### config.mk
export PLATFORM = sky130hd
export DESIGN_NAME = round_timer
export DESIGN_NICKNAME = d
export VERILOG_FILES = /design/src/rtl/round_timer.sv
export SDC_FILE = /design/constraint.sdc
export NUM_CORES = 1
export LEC_CHECK = 0
export ABC_AREA = 1
export CAP_MARGIN = 40
export CELL_PAD_IN_SITES_DETAIL_PLACEMENT = 1
export CELL_PAD_IN_SITES_GLOBAL_PLACEMENT = 1
export CORE_UTILIZATION = 45
export CTS_BUF_LIST = sky130_fd_sc_hd__clkbuf_16
export DETAILED_ROUTE_END_ITERATION = 16
export PLACE_DENSITY_LB_ADDON = 0.08
export SLEW_MARGIN = 20
export SYNTH_ARGS = -nofsm -noshare
export SYNTH_HDL_FRONTEND = slang
export SYNTH_SLANG_ARGS = --single-unit
### constraint.sdc
create_clock -name clk -period 7.1 [get_ports clk]
set_clock_uncertainty 0.1 [all_clocks]
set_input_delay 1.065 -clock clk [delete_from_list [all_inputs] [get_ports clk]]
set_output_delay 1.065 -clock clk [all_outputs]
set_load 0.005 [all_outputs]
### src/rtl/round_timer.sv
// round_timer: whole-second round countdown with start/restart, pause and saturating bonus
//
// Parameters:
//   CLK_HZ    clock cycles per second (>= 2)
//   START_SEC seconds loaded on reset and on start (1..99)
//   BONUS_SEC seconds added per bonus pulse (0..99)
// Ports:
//   clk      system clock, rising edge
//   rst      synchronous active-high reset
//   start    one-cycle pulse, starts or restarts the round (highest priority)
//   pause    level, holds the countdown while high
//   bonus    one-cycle pulse, adds BONUS_SEC (saturates at 99)
//   val      seconds remaining, 0..99, registered
//   running  high while in RUN
//   expired  high while in EXPIRED
//   time_up  one-cycle pulse on the edge val reaches 0
module round_timer #(
  parameter int CLK_HZ    = 50_000_000,
  parameter int START_SEC = 60,
  parameter int BONUS_SEC = 5
) (
  input  logic       clk,
  input  logic       rst,
  input  logic       start,
  input  logic       pause,
  input  logic       bonus,
  output logic [6:0] val,
  output logic       running,
  output logic       expired,
  output logic       time_up
);
  localparam int PW = $clog2(CLK_HZ);
  typedef enum logic [1:0] {IDLE, RUN, PAUSED, EXPIRED} state_t;
  state_t state, state_nxt;
  logic [PW-1:0] presc, presc_nxt;
  logic [6:0] val_nxt;
  logic [7:0] sum;
  logic active, tick, tu_nxt;
  // A PAUSED cycle with pause released already counts as a RUN cycle, so the
  // held prescaler advances on the same edge the state returns to RUN.
  always_comb begin
    active    = (state == RUN || state == PAUSED) && !pause;
    tick      = active && presc == PW'(CLK_HZ - 1);
    sum       = {1'b0, val} + (bonus ? 8'(BONUS_SEC) : 8'd0) - {7'd0, tick};
    state_nxt = state;
    presc_nxt = presc;
    val_nxt   = val;
    tu_nxt    = 1'b0;
    if (start) begin
      state_nxt = RUN;
      presc_nxt = '0;
      val_nxt   = 7'(START_SEC);
    end else if (state == RUN || state == PAUSED) begin
      val_nxt   = sum > 8'd99 ? 7'd99 : sum[6:0];
      presc_nxt = !active ? presc : tick ? '0 : presc + 1'b1;
      state_nxt = (tick && sum == 8'd0) ? EXPIRED : pause ? PAUSED : RUN;
      tu_nxt    = tick && sum == 8'd0;
    end
  end
  always_ff @(posedge clk) begin
    if (rst) begin
      state   <= IDLE;
      presc   <= '0;
      val     <= 7'(START_SEC);
      running <= 1'b0;
      expired <= 1'b0;
      time_up <= 1'b0;
    end else begin
      state   <= state_nxt;
      presc   <= presc_nxt;
      val     <= val_nxt;
      running <= state_nxt == RUN;
      expired <= state_nxt == EXPIRED;
      time_up <= tu_nxt;
    end
  end
endmodule
## Yosys cells after proc, flatten, opt, wreduce, memory -nomap -nowiden

Cells that the tools add are included.

| storage, ports and cells | value |
|---|---|
| word-level logic and storage cells | 32 |
| ROM bits | 0 |
| bits in registers | 38 |
| output and inout port bits | 10 |
| bits in latches | 0 |
| input bits | 5 |
| bits in writable memories | 0 |
| memories kept | 0 |

| cells by class | value |
|---|---|
| equality and inequality tests | 5 |
| bitwise operators | 1 |
| magnitude comparators | 1 |
| multiplexer cells | 7 |
| shifts and indexed selects | 0 |
| div/mod/pow operators | 0 |
| add/subtract/negate cells | 3 |
| multipliers | 0 |
| reductions and logical operators | 9 |

Operators with widths:

| kind | count |
|---|---|
| adder 26 x 1 -> 26 bit (second input constant) | 1 |
| equality test 26 bit (second input constant) | 1 |
| 2-to-1 mux 26 bit | 1 |
| adder 7 x 3 -> 8 bit | 1 |
| greater-than comparator 8 x 7 -> 1 bit (second input constant) | 1 |
| logical NOT 8 bit | 1 |
| 2-to-1 mux 2 bit | 4 |
| subtractor 8 x 1 -> 8 bit | 1 |
| 2-to-1 mux 7 bit | 1 |
| equality test 2 x 1 -> 1 bit (second input constant) | 2 |
| equality test 2 bit (second input constant) | 2 |
| logical AND 1 bit | 3 |
| 2-to-1 mux 3 bit | 1 |
| OR reduction 3 bit | 1 |
| AND reduction 2 bit | 1 |
| OR reduction 2 bit | 1 |
| logical NOT 1 bit | 1 |
| logical OR 1 bit | 1 |
| NOT 1 bit | 1 |

## Logic depth before layout (Yosys ltp)

Gate-level depths: netlist of the first run.

| depth | value |
|---|---|
| depth in word-level cells | 11 |
| gate-level depth with buffers | 22 |
| mapped depth without buffers | 22 |

## Worst setup path before layout of the first run

OpenSTA, ideal clock, no wires.

| path | value |
|---|---|
| kind | input to register |
| start | input port pause |
| end | register val[0] |
| setup time | 0.121 ns |
| path buffers | 0 |
| arrival | 3.253 ns |
| path slack | 3.626 ns |
| data required time | 6.879 ns |
| stages on the path | 18 |
| cells stage by stage | a21oi_4 -> nand3_2 -> nor2_4 -> and2_1 -> ha_1 -> inv_1 -> ha_1 -> inv_1 -> fa_1 -> inv_1 -> nand3_1 -> nand3_1 -> and2_1 -> inv_1 -> o21ai_0 -> nand2_1 -> nand2_1 -> a21oi_1 |

| between the ends | value |
|---|---|
| word-level cells in the longest chain between the ends | 6 |

RTL lines:

| item | RTL line | text |
|---|---|---|
| start: declaration | 25 | `input logic pause,` |
| logical NOT 1 bit (*) | 42 | `active = (state == RUN \|\| state == PAUSED) && !pause;` |
| logical AND 1 bit (*) | 42 |  |
| logical AND 1 bit (*) | 43 | `tick = active && presc == PW'(CLK_HZ - 1);` |
| subtractor 8 x 1 -> 8 bit (*) | 44 | `sum = {1'b0, val} + (bonus ? 8'(BONUS_SEC) : 8'd0) - {7'd0, tick};` |
| greater-than comparator 8 x 7 -> 1 bit | 54 | `val_nxt = sum > 8'd99 ? 7'd99 : sum[6:0];` |
| 2-to-1 mux 7 bit (*) | 54 |  |
| end signal: assignment | 64 | `val <= 7'(START_SEC);` |
| end signal: assignment | 71 | `val <= val_nxt;` |
| end: declaration | 27 | `output logic [6:0] val,` |

Every way passes the cells marked *; elsewhere a longest branch is shown, timed or not.
A chain may end at the register's enable or synchronous reset.

## Worst setup path after layout of the first run

Same ends and word-level chain as after synthesis.

==> impl_table.tex, run 1 <==
\begin{tabular}{lr}
\hline
Metric & Value \\
\hline
\multicolumn{2}{l}{\textbf{Status}} \\
Status & finished clean \\
\multicolumn{2}{l}{\textbf{Final layout}} \\
Layout Nets & $\sim$420 \\
Most common library cell in the layout ignoring fill and taps & sky130\_fd\_sc\_hd\_\_nand2\_1 \\
Final-layout fill cell count & slightly above 700 \\
Relative area change from synthesis to final layout & 14.4\% \\
Share of cells above drive strength 1 & 6.00\% \\
Utilization after layout & between 50\% and 60\% \\
Most frequent cells in the layout & 84 x sky130\_fd\_sc\_hd\_\_nand2\_1, 69 x sky130\_fd\_sc\_hd\_\_inv\_1, 53 x sky130\_fd\_sc\_hd\_\_nor2\_1, 38 x sky130\_fd\_sc\_hd\_\_dfxtp\_1, 28 x sky130\_fd\_sc\_hd\_\_nand3\_1 \\
Number of antenna diodes & 0 \\
Layout Cells excl Fill & 470 \\
\multicolumn{2}{l}{\textbf{STA}} \\
Final Hold Slack & between 0.3 and 0.4 ns \\
Post-route minimum period & approximately 4.0 ns \\
Final worst setup slack & approximately 3.1 ns \\
Max frequency & 251 MHz \\
Final worst path period share & around 56\% \\
Worst max-slew margin expressed relative to the limit & about three fifths \\
Setup-violating endpoint count in the final report & 0 \\
Sum Neg Setup Slack & 0 ns \\
Slew @ Worst Pin & between 0.6 and 0.7 ns \\
Total count of max-transition violations in the final report & 0 \\
Hold violation count in the final report & 0 \\
RSZ-0062 raised after global routing & no \\
\multicolumn{2}{l}{\textbf{Route}} \\
Pre-Repair DR Iteration Count & 4 \\
Number of vias after detailed routing & around 2500 \\
Average wire per cell in the routed design & around 14 um \\
Wire length after detailed routing & roughly 6800 um \\
DRT antenna net count & 0 \\
Count of routing violations after the opening detailed-route iteration & 151 \\
DRC violation count after routing & 0 \\
Vias/cell & around 5.3 \\
\multicolumn{2}{l}{\textbf{Place}} \\
Port Buffer Count & 14 \\
Final HPWL from detailed placement & between 5000 and 6000 um \\
Placement Setup Slack & approximately 2.8 ns \\
Number of cells after detailed placement & $\sim$460 \\
Gpl congestion & a little over 0.8 \\
\multicolumn{2}{l}{\textbf{Clock tree}} \\
Maximum buffer depth of the clock tree & 2 \\
Buffer type at the clock tree root & sky130\_fd\_sc\_hd\_\_clkbuf\_16 \\
TritonCTS clock tree & built \\
Post\_cts resized & 0 \\
Number of CTS-inserted buffers & 5 \\
Number of sinks on the clock net & 38 \\
Cts-stage hold buffer count & 0 \\
H-tree Lvls & 2 \\
Clk pin slew, worst setup/hold paths & around 0.060 ns \\
Setup repair bufs after CTS & 0 \\
Clock latency of the later-clocked register in the worst-skew pair & 0.28 ns \\
\multicolumn{2}{l}{\textbf{Setup path}} \\
Critical path capture point type & register \\
Crit path required time & 7.15 ns \\
Category of the worst setup path launch point & primary input \\
Cell mode on critical path & sky130\_fd\_sc\_hd\_\_inv\_1 \\
Crit path max-delay cell type & sky130\_fd\_sc\_hd\_\_clkdlybuf4s50\_1 \\
Maximum fanout count along the critical path & 6 \\
Critical path type & primary input to register \\
Largest stage delay on the critical path & $\sim$0.44 ns \\
Signal arrival time at the worst endpoint & 4.04 ns \\
Cells along the critical path & clkdlybuf4s50\_1 > a21oi\_4 > nand3\_2 > nor2\_4 > and2\_1 > ha\_1 > inv\_1 > ha\_1 > inv\_1 > fa\_1 > inv\_1 > nand3\_1 > nand3\_1 > and2\_1 > inv\_1 > o21ai\_0 > nand2\_1 > nand2\_1 > a21oi\_1 \\
\multicolumn{2}{l}{\textbf{Global routing}} \\
Vias in the first global route & between 2000 and 3000 \\
Number of antenna violations at the first check in global routing & 0 \\
GRT Residual Overflow & 0 \\
Maximum number of pins on one net before global-route repair & 15 \\
GRT Util Overall & between 20\% and 30\% \\
Wire length of the first global-routing pass & 11900 um \\
\multicolumn{2}{l}{\textbf{Power and ir drop}} \\
Leakage power figure & 0.00123 uW \\
Proportion of power drawn by flip-flops and latches & 41.8\% \\
Maximum VDD drop & around 0.12 mV \\
Clock network fraction of total power & 40.0\% \\
Power dissipated by switching net loads & between 150 and 200 uW \\
Switching power as a share of total power & approximately 28\% \\
Combinational power share & a little under a fifth \\
Ratio of total power to cell area & between 150 and 200 nW/um\^{}2 \\
Internal portion of total power & approximately 380 uW \\
\multicolumn{2}{l}{\textbf{Die}} \\
Initial Utilization & about 48\% \\
Die extent in y & 75.9 um \\
Top Ports & 15 \\
Die W & between 70 and 80 um \\
Standard-cell rows & 26 \\
Die Footprint & 5760 sq um \\
Total core area & roughly 5200 sq um \\
\multicolumn{2}{l}{\textbf{Logic synthesis}} \\
Main combinational cell family by area after synthesis & simple AND/OR/NAND/NOR gates \\
Library cells used by synthesis & 35 \\
Cells after Synth & between 300 and 400 \\
Multiplexer fraction of the synthesized cell area & 0\% \\
Average instance area after synthesis & 6.45 sq um \\
Synth Net Count & 397 \\
Number of warning messages in the yosys log & 0 \\
Post-synthesis share of cell area spent on and, or, nand and nor gates & 40.4\% \\
XOR/XNOR Fraction of Synth Area & 2.49\% \\
Post-synthesis adder-cell area fraction & under 10\% \\
Fraction of the mapped netlist area in compound gates & 8.70\% \\
Sequential element share of the synthesized area & a little under a third \\
Synthesis-stage register bit count & 38 \\
Summed instance area of the synthesized netlist & 2460 sq um \\
\multicolumn{2}{l}{\textbf{Min path}} \\
Hold Crit Class & register to register \\
\multicolumn{2}{l}{\textbf{Run}} \\
Max Cap Viol & 0 \\
\hline
\end{tabular}
## logic make-up after synthesis
logic type	after synthesis
AO/OA/AOI/OAI	37
XOR/XNOR	7
adder cells (fa/ha/maj)	11
buffers and inverters	75
flip-flops	38
AND/OR/NAND/NOR	213
## synth_stat cells (all sizes together)
library cell	instances	area share, %
a21oi	19	4.5
a221oi	1	0.36
and2	2	0.51
and3	3	0.76
buf	2	0.41
clkinv	1	0.15
dfxtp	38	31
fa	1	0.81
ha	10	5.1
inv	72	11
nand2	85	13
nand3	32	7.3
nand3b	1	0.31
nand4	15	3.8
nor2	57	9.5
nor3	13	3.6
nor3b	1	0.31
nor4	1	0.25
o211ai	1	0.31
o21a	2	0.61
o21ai	13	2.6
o31ai	1	0.31
or2	3	0.76
xnor2	2	0.71
xor2	5	1.8
## per-stage QoR
| stage | total power (uW) | cell area [sq um] |
|---|---|---|
| floorplan | 291 | 2460 |
| global placement | 317 | 2680 |
| detailed placement | 320 | 2680 |
| CTS | 532 | 2810 |
| global route | 553 | 2810 |
| finish | 528 | 2810 |
## power groups by stage
stage / sequential, uW / clock [uW] / combinational, uW
6_report: 221 / 211 / 95.8
3_5_place_dp: 226 / 0 / 94.6
4_1_cts: 221 / 216 / 95.5
5_1_grt: 221 / 222 / 109
3_3_place_gp: 226 / 0 / 91.3
2_1_floorplan: 225 / 0 / 66.2
## per-layer routing
| layer | up-vias | wire length, um | track usage, % | share of wire, % |
|---|---|---|---|---|
| li1 | 1253 | - | - | - |
| met1 | 1183 | 3270 | 33.6 | 48 |
| met2 | 40 | 3180 | 42.9 | 47 |
| met3 | 7 | 239 | 3.49 | 3.5 |
| met4 | 0 | 81 | 7.50 | 1.2 |
| met5 | - | 0 | 0 | 0 |
## critical path: cells and delay by family
kind / cells / cell delay (ns)
simple gates: 8 / 1.05
compound gates: 3 / 0.41
fa+ha+maj: 3 / 0.80
buf+inv: 5 / 0.71
## cell type report
class                      instances  area (sq um)  area share (%)
multi-input combinational        268          1410            50.3
sequential                        38           761            27.0
inverter                          73           274            9.74
timing repair buffer              14           140            4.98
clock buffer                       5           125            4.45
tap                               70          87.6            3.11
clock inverter                     2          11.3           0.400
## worst paths after layout
path	to	slack, ns	cells past startpoint	startpoint
max	val[0]	3.11	19	pause
min	presc[2]	0.40	2	presc[2]
max reg2reg	val[0]	3.65	20	presc[13]
min reg2reg	presc[2]	0.40	2	presc[2]
## sequential cells by signal, summed over array words and instances, names as in the netlist
register	cells
expired	1
presc	26
running	1
state	2
time_up	1
val	7
No activity file was read; power rests on OpenSTA's default activity.
==> run 2: changes to the inputs <==
--- a/config.mk
+++ b/config.mk
@@ -9,7 +9,7 @@
 export CAP_MARGIN = 40
 export CELL_PAD_IN_SITES_DETAIL_PLACEMENT = 1
 export CELL_PAD_IN_SITES_GLOBAL_PLACEMENT = 1
-export CORE_UTILIZATION = 45
+export CORE_UTILIZATION = 38
 export CTS_BUF_LIST = sky130_fd_sc_hd__clkbuf_16
 export DETAILED_ROUTE_END_ITERATION = 16
 export PLACE_DENSITY_LB_ADDON = 0.08
==> constraint.sdc (replaced) <==
create_clock -name clk -period 3.4 [get_ports clk]
set_clock_uncertainty 0.1 [all_clocks]
set_input_delay 0.51 -clock clk [delete_from_list [all_inputs] [get_ports clk]]
set_output_delay 0.51 -clock clk [all_outputs]
set_load 0.005 [all_outputs]
==> run 2 against run 1 <==
  * Die area rose by 18%
  * Global-route usage decreased by 2.9 points
  * Clock power increased by 150%
  * Non-clock buffer count increased by 12
  * Cell area up 4.7%
  * Critical path type unchanged
==> impl_table.tex, run 2 (synthesis gave the netlist of run 1 again) <==
\begin{tabular}{lr}
\hline
Metric & Value \\
\hline
\multicolumn{2}{l}{\textbf{Status}} \\
Status & finished clean \\
\multicolumn{2}{l}{\textbf{Route}} \\
DRT antenna net count & 0 (unchanged) \\
Average wire per cell in the routed design & 14.0 um (-2.9\%) \\
Vias/cell & 5.02 (-4.9\%) \\
Pre-Repair DR Iteration Count & 4 (unchanged) \\
Count of routing violations after the opening detailed-route iteration & 53 (-65\%) \\
Wire length after detailed routing & 6810 um (+0.58\%) \\
DRC violation count after routing & 0 (unchanged) \\
Number of vias after detailed routing & 2447 (-1.4\%) \\
\multicolumn{2}{l}{\textbf{Setup path}} \\
Cells along the critical path & clkdlybuf4s50\_1 > a21oi\_4 > nand3\_2 > nor2\_4 > and2\_1 > ha\_1 > inv\_1 > ha\_1 > inv\_1 > fa\_2 > inv\_1 > buf\_4 > nand2\_1 > nand4\_1 > nand2\_1 > nor2\_2 > inv\_1 > o21ai\_0 > inv\_1 \\
Category of the worst setup path launch point & primary input \\
Signal arrival time at the worst endpoint & 3.22 ns (-0.82 ns) \\
R2r endpoint & val[6] \\
Cells on worst reg2reg path & 20 (unchanged) \\
Critical path type & primary input to register \\
Maximum fanout count along the critical path & 3 (-3) \\
Crit path required time & 3.47 ns (-3.68 ns) \\
Cell mode on critical path & sky130\_fd\_sc\_hd\_\_inv\_1 \\
Reg-to-reg setup timing slack & 0.28 ns (-3.37 ns) \\
Critical path capture point type & register \\
Largest stage delay on the critical path & 0.44 ns (about the same) \\
Crit path max-delay cell type & sky130\_fd\_sc\_hd\_\_clkdlybuf4s50\_1 \\
Critical register-to-register path startpoint & presc[13] \\
\multicolumn{2}{l}{\textbf{Final layout}} \\
Layout Nets & 428 (+2.9\%) \\
Max reg flops & 26 (unchanged) \\
Largest registers & presc x26, val x7, state x2 \\
Utilization after layout & 48.3\% (-6.1 points) \\
Layout Cells excl Fill & 487 (+3.6\%) \\
Most common library cell in the layout ignoring fill and taps & sky130\_fd\_sc\_hd\_\_nand2\_1 \\
Number of antenna diodes & 0 (unchanged) \\
Relative area change from synthesis to final layout & 19.8\% \\
Most frequent cells in the layout & 82 x sky130\_fd\_sc\_hd\_\_nand2\_1, 68 x sky130\_fd\_sc\_hd\_\_inv\_1, 51 x sky130\_fd\_sc\_hd\_\_nor2\_1, 37 x sky130\_fd\_sc\_hd\_\_dfxtp\_1, 28 x sky130\_fd\_sc\_hd\_\_nand3\_1 \\
Register containing the most flip-flops in the final layout & presc \\
Share of cells above drive strength 1 & 10.2\% (+4.2 points) \\
\multicolumn{2}{l}{\textbf{Min path}} \\
Worst-case hold path end point & presc[0] \\
Hold Crit Class & register to register \\
Worst Hold Depth & 1 (-1) \\
Start point of the worst min-delay path & presc[0] \\
\multicolumn{2}{l}{\textbf{Global routing}} \\
Wire length of the first global-routing pass & 11300 um (-5.6\%) \\
Vias in the first global route & 2386 (-8.4\%) \\
GRT Util Overall & 22.5\% (-2.9 points) \\
Number of antenna violations at the first check in global routing & 0 (unchanged) \\
Maximum number of pins on one net before global-route repair & 14 (-1) \\
GRT Residual Overflow & 0 (unchanged) \\
\multicolumn{2}{l}{\textbf{Place}} \\
Number of cells after detailed placement & 480 (+3.7\%) \\
Gpl congestion & 0.769 (-6.4\%) \\
Placement Setup Slack & -0.117 ns (-2.96 ns) \\
Port Buffer Count & 14 (unchanged) \\
Final HPWL from detailed placement & 5550 um (+3.8\%) \\
\multicolumn{2}{l}{\textbf{Clock tree}} \\
Post\_cts resized & 0 (unchanged) \\
Clock latency of the later-clocked register in the worst-skew pair & 0.28 ns (about the same) \\
H-tree Lvls & 2 (unchanged) \\
Number of sinks on the clock net & 38 (unchanged) \\
TritonCTS clock tree & built \\
Clk pin slew, worst setup/hold paths & 0.06 ns (about the same) \\
Number of CTS-inserted buffers & 5 (unchanged) \\
Setup repair bufs after CTS & 0 (unchanged) \\
Buffer type at the clock tree root & sky130\_fd\_sc\_hd\_\_clkbuf\_16 \\
Maximum buffer depth of the clock tree & 2 (unchanged) \\
Cts-stage hold buffer count & 0 (unchanged) \\
\multicolumn{2}{l}{\textbf{Power and ir drop}} \\
Maximum VDD drop & 0.200 mV (+72\%) \\
Ratio of total power to cell area & 407 nW/um\^{}2 (+120\%) \\
Leakage power figure & 0.00130 uW (+5.8\%) \\
\multicolumn{2}{l}{\textbf{STA}} \\
Setup-violating endpoint count in the final report & 0 (unchanged) \\
Worst max-slew margin expressed relative to the limit & 73.2\% (+13 points) \\
Total count of max-transition violations in the final report & 0 (unchanged) \\
Slew @ Worst Pin & 0.401 ns (-0.200 ns) \\
Final Hold Slack & 0.373 ns (-0.0250 ns) \\
Final worst path period share & 92.7\% \\
RSZ-0062 raised after global routing & no \\
Max frequency & about 320 MHz \\
Post-route minimum period & approximately 3.2 ns \\
Sum Neg Setup Slack & 0 ns (unchanged) \\
Hold violation count in the final report & 0 (unchanged) \\
Final worst setup slack & 0.250 ns (-2.86 ns) \\
\multicolumn{2}{l}{\textbf{Run}} \\
Max Cap Viol & 0 (unchanged) \\
\multicolumn{2}{l}{\textbf{Die}} \\
Die W & 82.4 um (+8.6\%) \\
Standard-cell rows & 28 (+7.7\%) \\
Die extent in y & 82.4 um (+8.6\%) \\
Total core area & 6100 sq um (+18\%) \\
Initial Utilization & 40.3\% (-7.2 points) \\
Die Footprint & 6800 sq um (+18\%) \\
Top Ports & 15 (unchanged) \\
\hline
\end{tabular}
## run 2: worst max path at each step
stage	start	to	slack, ns	depth (start not counted)
floorplan	pause	val[0]	0.48	18
global placement	pause	val[0]	-0.04	16
detailed placement	pause	val[0]	-0.12	19
CTS	presc[13]	val[0]	0.12	20
global route	pause	val[2]	0.02	21
finish	pause	val[6]	0.25	19
## run 2: through the flow
stage / area [sq um] / power, uW
6_report: 2950 / 1200
2_1_floorplan: 2460 / 608
4_1_cts: 2930 / 1210
5_1_grt: 2950 / 1250
3_3_place_gp: 2770 / 678
3_5_place_dp: 2770 / 683
## run 2: final cells by class
type	instances	area, sq um
fillers	857	3150
multi-input cells	268	1430
flip-flops and latches	38	762
inverters	73	274
repair buffers	26	230
clock buffers	5	125
well taps	75	93.8
clock inverters	2	33.8
## run 2: critical path, delay by kind of cell
kind                       cells  cell delay [ns]
adders and majority gates      3             0.73
and+or+nand+nor                7             0.71
AOI/OAI and AO/OA              2             0.37
buffers and inverters          7             0.89
## run 2: per-layer routing
metal / part of all wire [%] / vias up / track usage, %
li1: - / 1268 / -
met1: 50 / 1150 / 30.1
met2: 46 / 22 / 37.7
met3: 2.4 / 7 / 3.63
met4: 1.0 / 0 / 5.26
met5: 0 / - / 0
## run 2: power breakdown
part | leakage, uW | switching (uW) | internal (uW)
sequential | 0.000308 | 8.22 | 453
combinational | 0.000915 | 133 | 83.0
clock | 0.0000773 | 181 | 339
==> run 3: changes to the inputs <==
==> constraint.sdc (replaced) <==
create_clock -name clk -period 3.4 [get_ports clk]
set_clock_uncertainty 0.1 [all_clocks]
set_input_delay 0.51 -clock clk [delete_from_list [all_inputs] [get_ports clk]]
set_output_delay 0.51 -clock clk [all_outputs]
set_load 0.05 [all_outputs]
==> results of run 3 <==
The final DEF is identical to that of run 2. Status: finished clean.
Among the figures that moved: total power 1200 uW -> 1220 uW
